[src/rtl/forward_hazard_window_if.sv]
// Read/write/correction bus of the forward hazard window.
// With FWD_HIT_COUNT_EN defined the bus also carries per-table forward hit counters.
interface forward_hazard_window_if #(
  parameter int unsigned NUM_TABLES    = 4,
  parameter int unsigned ADR_WIDTH     = 4,
  parameter int unsigned KEY_WIDTH     = 8,
  parameter int unsigned DATA_WIDTH    = 16
`ifdef FWD_HIT_COUNT_EN
  ,
  parameter int unsigned HIT_CNT_WIDTH = 8
`endif
);
  logic                  clk_en;
  logic                  flush_i;
  logic                  rd_valid_i;
  logic [ADR_WIDTH-1:0]  rd_adr_i          [NUM_TABLES];
  logic [KEY_WIDTH-1:0]  rd_key_i          [NUM_TABLES];
  logic [DATA_WIDTH-1:0] rd_data_i         [NUM_TABLES];
  logic                  rd_entry_valid_i  [NUM_TABLES];
  logic                  wr_en_i           [NUM_TABLES];
  logic [ADR_WIDTH-1:0]  wr_adr_i          [NUM_TABLES];
  logic [KEY_WIDTH-1:0]  wr_key_i          [NUM_TABLES];
  logic [DATA_WIDTH-1:0] wr_data_i         [NUM_TABLES];
  logic                  wr_entry_valid_i  [NUM_TABLES];
  logic                  cor_valid_o;
  logic [KEY_WIDTH-1:0]  cor_key_o         [NUM_TABLES];
  logic [DATA_WIDTH-1:0] cor_data_o        [NUM_TABLES];
  logic                  cor_entry_valid_o [NUM_TABLES];
  logic                  fwd_hit_o         [NUM_TABLES];
  logic                  warm_o;
`ifdef FWD_HIT_COUNT_EN
  logic [HIT_CNT_WIDTH-1:0] fwd_hit_cnt_o  [NUM_TABLES];
`endif

  // Pipeline side driving reads/writes and consuming corrected data
  modport master (
    output clk_en, flush_i, rd_valid_i, rd_adr_i, rd_key_i, rd_data_i, rd_entry_valid_i,
           wr_en_i, wr_adr_i, wr_key_i, wr_data_i, wr_entry_valid_i,
    input  cor_valid_o, cor_key_o, cor_data_o, cor_entry_valid_o, fwd_hit_o, warm_o
`ifdef FWD_HIT_COUNT_EN
    , input fwd_hit_cnt_o
`endif
  );

  // Forwarding window side
  modport slave (
    input  clk_en, flush_i, rd_valid_i, rd_adr_i, rd_key_i, rd_data_i, rd_entry_valid_i,
           wr_en_i, wr_adr_i, wr_key_i, wr_data_i, wr_entry_valid_i,
    output cor_valid_o, cor_key_o, cor_data_o, cor_entry_valid_o, fwd_hit_o, warm_o
`ifdef FWD_HIT_COUNT_EN
    , output fwd_hit_cnt_o
`endif
  );
endinterface

[src/rtl/forward_hazard_window.sv]
// Per-table write-forwarding window: patches stale RAM read data with the
// newest write still in flight (last FORWARD_DEPTH enabled cycles, plus the
// current write when BYPASS_CURRENT=1).
// Optional feature macro: FWD_HIT_COUNT_EN adds saturating per-table hit counters.
module forward_hazard_window #(
  parameter int unsigned NUM_TABLES     = 4,
  parameter int unsigned FORWARD_DEPTH  = 3,
  parameter int unsigned ADR_WIDTH      = 4,
  parameter int unsigned KEY_WIDTH      = 8,
  parameter int unsigned DATA_WIDTH     = 16,
  parameter int unsigned BYPASS_CURRENT = 1,
  parameter int unsigned HIT_CNT_WIDTH  = 8
) (
  input logic                    clk,
  input logic                    reset,
  forward_hazard_window_if.slave bus
);
  localparam int unsigned CNT_W = $clog2(FORWARD_DEPTH + 1);
  localparam logic [CNT_W-1:0] FILL_MAX = CNT_W'(FORWARD_DEPTH);

  if (NUM_TABLES == 0 || FORWARD_DEPTH == 0 || HIT_CNT_WIDTH == 0) begin : g_bad_params
    $error("forward_hazard_window: NUM_TABLES, FORWARD_DEPTH and HIT_CNT_WIDTH must be nonzero");
  end

  // History: index 0 is the newest slot, index = write age in enabled cycles
  logic                  hist_en   [NUM_TABLES][FORWARD_DEPTH];
  logic [ADR_WIDTH-1:0]  hist_adr  [NUM_TABLES][FORWARD_DEPTH];
  logic [KEY_WIDTH-1:0]  hist_key  [NUM_TABLES][FORWARD_DEPTH];
  logic [DATA_WIDTH-1:0] hist_data [NUM_TABLES][FORWARD_DEPTH];
  logic                  hist_ev   [NUM_TABLES][FORWARD_DEPTH];

  logic [KEY_WIDTH-1:0]  sel_key   [NUM_TABLES];
  logic [DATA_WIDTH-1:0] sel_data  [NUM_TABLES];
  logic                  sel_ev    [NUM_TABLES];
  logic                  sel_hit   [NUM_TABLES];

  logic                  cor_valid_q;
  logic [KEY_WIDTH-1:0]  cor_key_q [NUM_TABLES];
  logic [DATA_WIDTH-1:0] cor_data_q[NUM_TABLES];
  logic                  cor_ev_q  [NUM_TABLES];
  logic                  fwd_hit_q [NUM_TABLES];
  logic                  warm_q;
  logic [CNT_W-1:0]      fill_q;
  logic [CNT_W-1:0]      fill_nxt;

  // Candidate select: walk oldest to newest so the youngest match wins
  always_comb begin
    for (int t = 0; t < int'(NUM_TABLES); t++) begin
      sel_key[t]  = bus.rd_key_i[t];
      sel_data[t] = bus.rd_data_i[t];
      sel_ev[t]   = bus.rd_entry_valid_i[t];
      sel_hit[t]  = 1'b0;
      for (int k = int'(FORWARD_DEPTH) - 1; k >= 0; k--) begin
        if (hist_en[t][k] && (hist_adr[t][k] == bus.rd_adr_i[t])) begin
          sel_key[t]  = hist_key[t][k];
          sel_data[t] = hist_data[t][k];
          sel_ev[t]   = hist_ev[t][k];
          sel_hit[t]  = 1'b1;
        end
      end
      if ((BYPASS_CURRENT != 0) && bus.wr_en_i[t] && (bus.wr_adr_i[t] == bus.rd_adr_i[t])) begin
        sel_key[t]  = bus.wr_key_i[t];
        sel_data[t] = bus.wr_data_i[t];
        sel_ev[t]   = bus.wr_entry_valid_i[t];
        sel_hit[t]  = 1'b1;
      end
    end
  end

  // Next fill count; a flush restarts the window, and this enabled cycle counts as its first
  always_comb begin
    fill_nxt = fill_q;
    if (bus.flush_i) begin
      fill_nxt = CNT_W'(1);
    end else if (fill_q != FILL_MAX) begin
      fill_nxt = fill_q + CNT_W'(1);
    end
  end

  // History shift register; flush kills old entries but keeps a concurrent write visible
  always_ff @(posedge clk or negedge reset) begin
    if (!reset) begin
      for (int t = 0; t < int'(NUM_TABLES); t++) begin
        for (int k = 0; k < int'(FORWARD_DEPTH); k++) begin
          hist_en[t][k]   <= 1'b0;
          hist_adr[t][k]  <= '0;
          hist_key[t][k]  <= '0;
          hist_data[t][k] <= '0;
          hist_ev[t][k]   <= 1'b0;
        end
      end
    end else begin
      for (int t = 0; t < int'(NUM_TABLES); t++) begin
        if (bus.clk_en) begin
          for (int k = 1; k < int'(FORWARD_DEPTH); k++) begin
            hist_en[t][k]   <= hist_en[t][k-1];
            hist_adr[t][k]  <= hist_adr[t][k-1];
            hist_key[t][k]  <= hist_key[t][k-1];
            hist_data[t][k] <= hist_data[t][k-1];
            hist_ev[t][k]   <= hist_ev[t][k-1];
          end
          hist_en[t][0]   <= bus.wr_en_i[t];
          hist_adr[t][0]  <= bus.wr_adr_i[t];
          hist_key[t][0]  <= bus.wr_key_i[t];
          hist_data[t][0] <= bus.wr_data_i[t];
          hist_ev[t][0]   <= bus.wr_entry_valid_i[t];
        end
        if (bus.flush_i) begin
          for (int k = 0; k < int'(FORWARD_DEPTH); k++) begin
            hist_en[t][k] <= 1'b0;
          end
          if (bus.clk_en) begin
            hist_en[t][0] <= bus.wr_en_i[t];
          end
        end
      end
    end
  end

  // Corrected output registers, fill counter and warm flag
  always_ff @(posedge clk or negedge reset) begin
    if (!reset) begin
      cor_valid_q <= 1'b0;
      warm_q      <= 1'b0;
      fill_q      <= '0;
      for (int t = 0; t < int'(NUM_TABLES); t++) begin
        cor_key_q[t]  <= '0;
        cor_data_q[t] <= '0;
        cor_ev_q[t]   <= 1'b0;
        fwd_hit_q[t]  <= 1'b0;
      end
    end else begin
      if (bus.clk_en) begin
        cor_valid_q <= bus.rd_valid_i;
        fill_q      <= fill_nxt;
        warm_q      <= (fill_nxt == FILL_MAX);
        for (int t = 0; t < int'(NUM_TABLES); t++) begin
          cor_key_q[t]  <= sel_key[t];
          cor_data_q[t] <= sel_data[t];
          cor_ev_q[t]   <= sel_ev[t];
          fwd_hit_q[t]  <= sel_hit[t];
        end
      end
      if (bus.flush_i) begin
        cor_valid_q <= 1'b0;
        for (int t = 0; t < int'(NUM_TABLES); t++) begin
          fwd_hit_q[t] <= 1'b0;
        end
        if (!bus.clk_en) begin
          fill_q <= '0;
          warm_q <= 1'b0;
        end
      end
    end
  end

  assign bus.cor_valid_o       = cor_valid_q;
  assign bus.cor_key_o         = cor_key_q;
  assign bus.cor_data_o        = cor_data_q;
  assign bus.cor_entry_valid_o = cor_ev_q;
  assign bus.fwd_hit_o         = fwd_hit_q;
  assign bus.warm_o            = warm_q;

`ifdef FWD_HIT_COUNT_EN
  logic [HIT_CNT_WIDTH-1:0] hit_cnt_q [NUM_TABLES];

  // Saturating count of consumed forwarded reads per table
  always_ff @(posedge clk or negedge reset) begin
    if (!reset) begin
      for (int t = 0; t < int'(NUM_TABLES); t++) begin
        hit_cnt_q[t] <= '0;
      end
    end else begin
      for (int t = 0; t < int'(NUM_TABLES); t++) begin
        if (bus.flush_i) begin
          hit_cnt_q[t] <= '0;
        end else if (bus.clk_en && bus.rd_valid_i && sel_hit[t] && (hit_cnt_q[t] != '1)) begin
          hit_cnt_q[t] <= hit_cnt_q[t] + HIT_CNT_WIDTH'(1);
        end
      end
    end
  end

  assign bus.fwd_hit_cnt_o = hit_cnt_q;
`endif
endmodule

[src/flat_wrapper.sv]
// flat-port wrapper written by rule: the top's interface ports become plain ports
module forward_hazard_window_flat 
#(
  parameter int unsigned NUM_TABLES     = 4,
  parameter int unsigned FORWARD_DEPTH  = 3,
  parameter int unsigned ADR_WIDTH      = 4,
  parameter int unsigned KEY_WIDTH      = 8,
  parameter int unsigned DATA_WIDTH     = 16,
  parameter int unsigned BYPASS_CURRENT = 1,
  parameter int unsigned HIT_CNT_WIDTH  = 8
)
  (clk, reset, bus_clk_en, bus_flush_i, bus_rd_valid_i, bus_rd_adr_i, bus_rd_key_i, bus_rd_data_i, bus_rd_entry_valid_i, bus_wr_en_i, bus_wr_adr_i, bus_wr_key_i, bus_wr_data_i, bus_wr_entry_valid_i, bus_cor_valid_o, bus_cor_key_o, bus_cor_data_o, bus_cor_entry_valid_o, bus_fwd_hit_o, bus_warm_o);
  forward_hazard_window_if #(.NUM_TABLES(NUM_TABLES), .ADR_WIDTH(ADR_WIDTH), .KEY_WIDTH(KEY_WIDTH), .DATA_WIDTH(DATA_WIDTH)) bus_i ();
  input logic clk;
  input logic reset;
  input wire logic [$bits(bus_i.clk_en)-1:0] bus_clk_en;
  input wire logic [$bits(bus_i.flush_i)-1:0] bus_flush_i;
  input wire logic [$bits(bus_i.rd_valid_i)-1:0] bus_rd_valid_i;
  input wire logic [$bits(bus_i.rd_adr_i)-1:0] bus_rd_adr_i;
  input wire logic [$bits(bus_i.rd_key_i)-1:0] bus_rd_key_i;
  input wire logic [$bits(bus_i.rd_data_i)-1:0] bus_rd_data_i;
  input wire logic [$bits(bus_i.rd_entry_valid_i)-1:0] bus_rd_entry_valid_i;
  input wire logic [$bits(bus_i.wr_en_i)-1:0] bus_wr_en_i;
  input wire logic [$bits(bus_i.wr_adr_i)-1:0] bus_wr_adr_i;
  input wire logic [$bits(bus_i.wr_key_i)-1:0] bus_wr_key_i;
  input wire logic [$bits(bus_i.wr_data_i)-1:0] bus_wr_data_i;
  input wire logic [$bits(bus_i.wr_entry_valid_i)-1:0] bus_wr_entry_valid_i;
  output wire logic [$bits(bus_i.cor_valid_o)-1:0] bus_cor_valid_o;
  output wire logic [$bits(bus_i.cor_key_o)-1:0] bus_cor_key_o;
  output wire logic [$bits(bus_i.cor_data_o)-1:0] bus_cor_data_o;
  output wire logic [$bits(bus_i.cor_entry_valid_o)-1:0] bus_cor_entry_valid_o;
  output wire logic [$bits(bus_i.fwd_hit_o)-1:0] bus_fwd_hit_o;
  output wire logic [$bits(bus_i.warm_o)-1:0] bus_warm_o;
  assign bus_i.clk_en = bus_clk_en;
  assign bus_i.flush_i = bus_flush_i;
  assign bus_i.rd_valid_i = bus_rd_valid_i;
  assign bus_i.rd_adr_i = {>>{bus_rd_adr_i}};
  assign bus_i.rd_key_i = {>>{bus_rd_key_i}};
  assign bus_i.rd_data_i = {>>{bus_rd_data_i}};
  assign bus_i.rd_entry_valid_i = {>>{bus_rd_entry_valid_i}};
  assign bus_i.wr_en_i = {>>{bus_wr_en_i}};
  assign bus_i.wr_adr_i = {>>{bus_wr_adr_i}};
  assign bus_i.wr_key_i = {>>{bus_wr_key_i}};
  assign bus_i.wr_data_i = {>>{bus_wr_data_i}};
  assign bus_i.wr_entry_valid_i = {>>{bus_wr_entry_valid_i}};
  assign bus_cor_valid_o = bus_i.cor_valid_o;
  assign bus_cor_key_o = {>>{bus_i.cor_key_o}};
  assign bus_cor_data_o = {>>{bus_i.cor_data_o}};
  assign bus_cor_entry_valid_o = {>>{bus_i.cor_entry_valid_o}};
  assign bus_fwd_hit_o = {>>{bus_i.fwd_hit_o}};
  assign bus_warm_o = bus_i.warm_o;
  forward_hazard_window #(.NUM_TABLES(NUM_TABLES), .FORWARD_DEPTH(FORWARD_DEPTH), .ADR_WIDTH(ADR_WIDTH), .KEY_WIDTH(KEY_WIDTH), .DATA_WIDTH(DATA_WIDTH), .BYPASS_CURRENT(BYPASS_CURRENT), .HIT_CNT_WIDTH(HIT_CNT_WIDTH)) u_core (.clk(clk), .reset(reset), .bus(bus_i));
endmodule
[config.mk]
export PLATFORM = sky130hd
export DESIGN_NAME = forward_hazard_window_flat
export DESIGN_NICKNAME = d
export VERILOG_FILES = /design/src/rtl/forward_hazard_window_if.sv /design/src/rtl/forward_hazard_window.sv /design/src/flat_wrapper.sv
export SDC_FILE = /design/constraint.sdc
export NUM_CORES = 1
export LEC_CHECK = 0
export ABC_AREA = 1
export CAP_MARGIN = 20
export CORE_MARGIN = 2
export CORE_UTILIZATION = 50
export DETAILED_ROUTE_END_ITERATION = 7
export PLACE_DENSITY = 0.84
export RECOVER_POWER = 100
export SLEW_MARGIN = 15
export SYNTH_ARGS = -nofsm -noshare
export SYNTH_HDL_FRONTEND = slang
export SYNTH_SLANG_ARGS = --single-unit
[constraint.sdc]
create_clock -name clk -period 2.1 [get_ports clk]
set_clock_uncertainty 0.1 [all_clocks]
set_input_delay 0.315 -clock clk [delete_from_list [all_inputs] [get_ports clk]]
set_output_delay 0.315 -clock clk [all_outputs]
set_load 0.1 [all_outputs]
**Yosys cells after proc, flatten, opt, wreduce, memory -nomap -nowiden**

Cells that the tools add are included.
Widths: inputs -> output; s select.

- Bits of input ports: 241
- Logic and storage cells: 203
- Flip-flop bits (word level): 468
- Output and inout bits: 106

- Reduce and logical (&&, ||, !) cells: 17
- Eq/ne operators: 18
- Add/subtract/negate cells: 1
- Mux-type cells: 88

Operators with widths:

| cell | number |
|---|---|
| $mux 16 | 16 |
| $mux 8 | 16 |
| $eq 4x4->1 | 16 |
| $mux 1 | 41 |
| $mux 3 | 8 |
| $logic_and 1x1->1 | 16 |
| $mux 2 | 5 |
| $mux 4 | 2 |
| $add 2x1->2 const B | 1 |
| $eq 2x2->1 const B | 1 |
| $ne 2x2->1 const B | 1 |
| $reduce_bool 2->1 | 1 |

**Depth between registers and ports, before layout**

- Depth after elaboration: 8
- Depth in mapped cells: 13
- Gate-level depth less buffers: 11

**Least setup slack after synthesis**

No wires, ideal clock.

- Kind: input port to flip-flop
- From: in bus_rd_adr_i[6]
- To: reg u_core.cor_data_q, in the netlist u_core.bus.cor_data_o[19]
- Slack: 546 ps
- Stages on the path: 12
- Data arrival time: 1,334 ps
- Library setup time: 120 ps
- Buffers on the path: 2
- Required time: 1,880 ps
- Cells stage by stage: buf_4 nand2_1 nand2_1 nor2_4 nand3_4 buf_6 nand2_1 nand3_1 nand2_1 nand2_1 nand2_1 nand2_1

- Longest elaborated chain between the ends: 6
- Elaborated cells between the ends (all ways): 12
- Those cells by class: eq/ne (4); mux (4); reduce/logical (4)

Ends and longest elaborated chain:

| what | RTL line | text |
|---|---|---|
| start, declared | flat_wrapper.sv:19 | `input wire logic [$bits(bus_i.rd_adr_i)-1:0] bus_rd_adr_i;` |
| $eq 4x4->1 | forward_hazard_window.sv:54 | `if (hist_en[t][k] && (hist_adr[t][k] == bus.rd_adr_i[t])) begin` |
| $logic_and 1x1->1 | forward_hazard_window.sv:54 |  |
| $mux 16 (3 in a row) | forward_hazard_window.sv:54 |  |
| $mux 16 * | forward_hazard_window.sv:61 | `if ((BYPASS_CURRENT != 0) && bus.wr_en_i[t] && (bus.wr_adr_i[t] == bus.rd_adr_i[t])) begin` |
| end signal, assigned by index | forward_hazard_window.sv:139 | `cor_data_q[t] <= sel_data[t];` |
| end, declared | forward_hazard_window.sv:39 | `logic [DATA_WIDTH-1:0] cor_data_q[NUM_TABLES];` |

Every way passes the cells marked *; elsewhere a longest branch is shown, timed or not.
A chain may end at the register's enable or synchronous reset.

**Worst setup path after layout**

- From: reg u_core.cor_key_q, in the netlist u_core.bus.cor_key_o[12]
- To: out bus_cor_key_o[12]

RTL lines:

| what | RTL line | text |
|---|---|---|
| start, declared | forward_hazard_window.sv:38 | `logic [KEY_WIDTH-1:0] cor_key_q [NUM_TABLES];` |
| start signal, assigned by index | forward_hazard_window.sv:138 | `cor_key_q[t] <= sel_key[t];` |
| end, declared | flat_wrapper.sv:29 | `output wire logic [$bits(bus_i.cor_key_o)-1:0] bus_cor_key_o;` |

No word-level cell between the ends.

==> results.json <==
{
  "synthesis.area_per_instance_um2": 7.51,
  "met1_routing_resource_usage_after_global_routing_pct": 34.7,
  "drcViolationCount": 0,
  "fmax_mhz": 520,
  "synthToLayoutAreaGrowth_pct": 24.4,
  "globalplace.congestion": 0.877,
  "synth_compound_gate_area_share_pct": 12.5,
  "global_route.overflow_total": 0,
  "power_density_of_the_placed_cells_nw_per_um2": 868,
  "grt_most_used_layer": "met2",
  "yosysWarnings": 0,
  "synthCells": 3098,
  "groute.layer.met3.usage_pct": 5.56,
  "ff2ff_path_depth": 12,
  "finish.net_count": 3657,
  "detail_route.first_pass.iterations": 7,
  "xor_xnor_fraction_of_synth_area_pct": 0.339,
  "overall_die_height_um": 220,
  "detailedRoute.firstIterationViolations": 2101,
  "cpPeakStageDelay_ns": 0.50,
  "portBuffers": 346,
  "route.detailed.wl_per_inst_um": 15.5,
  "critPathSlowestCell": "clkbuf_2",
  "cp_top_family": "buffers and inverters",
  "timing.max_slew.rel_slack_pct": 34.8,
  "post_cts_repair_setup_buffers": 0,
  "detailroute.via_count": 21600,
  "mappedNetlistNets": 3339,
  "layout-drive-gt1-share_pct": 9.95,
  "muxShareOfSynthArea_pct": 0,
  "postCtsHoldBufs": 2,
  "post-dp-hpwl_mm": 41.8,
  "status": "finished clean",
  "vdd_drop_max_v": 0.000768,
  "worst-path-buf-inv": 1,
  "yosysTopAreaCellShare_pct": 50.3,
  "timing.hold.worst.class": "in -> reg",
  "clock_tree.root_cell": "clkbuf_16",
  "synth_seq_area_share_pct": 50.3,
  "ys_top_cells_by_area": "dfrtp_1 50%, nand2_1 18%, o21ai_0 7.5%, a21oi_1 4.7%, inv_1 4.1%",
  "synthAdderAreaFrac_pct": 0,
  "grt_setup_unrepaired": "false",
  "detail_route.vias_per_cell": 5.30,
  "synth.cell_area_um2": 23300,
  "floorplan.io_pins": 347,
  "cp-startpoint": "u_core.bus.cor_key_o[12]$_DFFE_PN0P_",
  "synth.ff_latch_count": 468,
  "synthTopCellsByCount": "1107 x nand2_1, 468 x dfrtp_1, 349 x o21ai_0",
  "setup_slack_at_placement_ns": -0.148,
  "critical_path_required_ns": 1.68,
  "antenna_found_initial": 6,
  "crit_path_max_fanout": 2,
  "num_rows": 79,
  "setup_viol": 0,
  "final_min_period_over_clock_period_pct": 91.5,
  "cts-htree-levels": 2,
  "cp_data_arrival_time_ns": 1.51,
  "drv_cap": 0,
  "cts.reportedPaths.clkPinSlew_ns": 0.06,
  "number_of_global_route_vias_before_repair": 20500,
  "final_max_slew_violation_count": 0,
  "routed_wirelength_mm": 62.9,
  "final.setup.worst_slack_ns": 0.179,
  "post-route-min-period_ns": 1.92,
  "grt_start_max_net_pins": 198,
  "cellLeakagePower_nw": 14.7,
  "synth_top_flop_cell": "dfrtp_1",
  "ctsLongestPathBuffers": 3,
  "tritoncts.num_buffers": 51,
  "flop_to_flop_setup_slack_ns": 0.23,
  "post_cts_gate_resize_count": 0,
  "simple_gate_share_of_the_synthesized_area_pct": 27.9,
  "crit_chain": "clkbuf_2",
  "floorplan.die_area_um2": 48300,
  "yosys.area.top_type": "dfrtp_1",
  "start_kind": "flop",
  "grt_util_met2_pct": 42.4,
  "die_width_um": 220,
  "postSynth.asyncResetShare_pct": 100,
  "cts.sinks": 468,
  "clock_insertion_delay_worst_skew_ns": 0.60,
  "path_class": "reg -> out",
  "number_of_distinct_standard_cells_referenced_by_the_synthesized_netlist": 27,
  "synth-edff-count": 0,
  "tightestPinTransition_ns": 0.978,
  "fillCellCount": 3988,
  "finish.utilization_pct": 62.6,
  "grt_util_all_layers_pct": 25.9,
  "synth_top_family_by_area": "simple AND/OR/NAND/NOR gates",
  "core_um2": 46300,
  "critical_path.endpoint_type": "output pin",
  "global_route_wire_length_before_repair_mm": 102,
  "cell_with_the_most_instances_after_synthesis": "nand2_1",
  "total_power_mw": 25.1,
  "floorplan.initialDensity_pct": 50.3,
  "regToRegStartpoint": "u_core.hist_adr[43]$_DFFE_PN0P_",
  "final-hold-violation-count": 0,
  "critical_path_depth": 1,
  "antenna_left": 0,
  "tritoncts": "yes",
  "worst_r2r_endpoint": "u_core.bus.cor_data_o[63]$_DFFE_PN0P_",
  "cp-endpoint": "bus_cor_key_o[12]"
}
[worst min-delay path, delay by kind of cell]
kind                   cells  cell delay [ns]
buffers and inverters      1             0.40
AND/OR/NAND/NOR            2             0.10
[stage by stage]
stage	cell area, um^2	cells	hold slack [ns]	TNS [ns]
6_report	29000	4068	0.165	0
5_1_grt	29000	4067	0.149	0
4_1_cts	29400	4065	0.0683	0
3_5_place_dp	27700	3968	0.107	-8.57
3_3_place_gp	27700	3968	0.105	-5.19
2_1_floorplan	23300	3098	-0.0806	0
[layout make-up]
class / instances / area (um^2) / share of cell area [%]
antenna: 3 / 7.51 / 0.0259
clock buffer: 71 / 1450 / 5.02
clock inverter: 24 / 270 / 0.933
inverter: 280 / 1060 / 3.65
multi-input combinational: 2156 / 9490 / 32.8
sequential: 468 / 11700 / 40.4
tap: 607 / 759 / 2.62
timing repair buffer: 459 / 4210 / 14.5
[registers in the layout (all words and copies together) (netlist names)]
signal and flops:
u_core.bus.cor_data_o 64, u_core.bus.cor_entry_valid_o 4, u_core.bus.cor_key_o 32, u_core.bus.cor_valid_o 1
u_core.bus.fwd_hit_o 4, u_core.bus.warm_o 1, u_core.fill_q 2, u_core.hist_adr 48
u_core.hist_data 192, u_core.hist_en 12, u_core.hist_ev 12, u_core.hist_key 96
[power breakdown]
part | total [mW] | leakage [nW] | switching [mW] | internal, mW
clock network | 9.24 | 0.857 | 3.78 | 5.46
registers | 10.6 | 5.82 | 0.623 | 10.0
logic | 5.26 | 8.06 | 3.83 | 1.43
total | 25.1 | 14.7 | 8.24 | 16.9
[kinds of logic (layout without fill, tap and decap cells)]
group / count (synthesis) / count (layout)
AOI/OAI and AO/OA: 581 / 581
and+or+nand+nor: 1566 / 1566
DFF: 468 / 468
buffers and inverters: 474 / 834
other: 0 / 3
xor gates and xnor gates: 9 / 9
[cell usage in the layout (no fill, tap or decap), drive strengths merged, types with 90 or more instances in the layout]
cell,synthesis,final
inv,279,281
clkbuf,61,200
dfrtp,468,468
a21oi,217,217
nand4,109,109
o21ai,361,361
nand2,1109,1109
clkdlybuf4s50,0,238
nand3,134,134
buf,133,90
nor2,211,211
[routing by layer]
metal  vias to the layer above  wire length (um)
li1                      10500                 -
met1                     10100             26600
met2                       813             30000
met3                       119              4730
met4                         8              1520
met5                         -                52
[worst min path at each step]
stage	startpoint	to	cells after the start
2_1_floorplan	reset	u_core.bus.cor_data_o[0]$_DFFE_PN0P_	0
5_1_grt	bus_rd_valid_i	u_core.bus.cor_valid_o$_DFFE_PN0P_	3
3_3_place_gp	reset	u_core.bus.cor_data_o[32]$_DFFE_PN0P_	1
3_5_place_dp	reset	u_core.bus.cor_data_o[32]$_DFFE_PN0P_	1
6_report	bus_rd_valid_i	u_core.bus.cor_valid_o$_DFFE_PN0P_	3
4_1_cts	reset	u_core.hist_data[129]$_DFFE_PN0P_	2
Note: power is estimated with default switching activity, not from simulation.
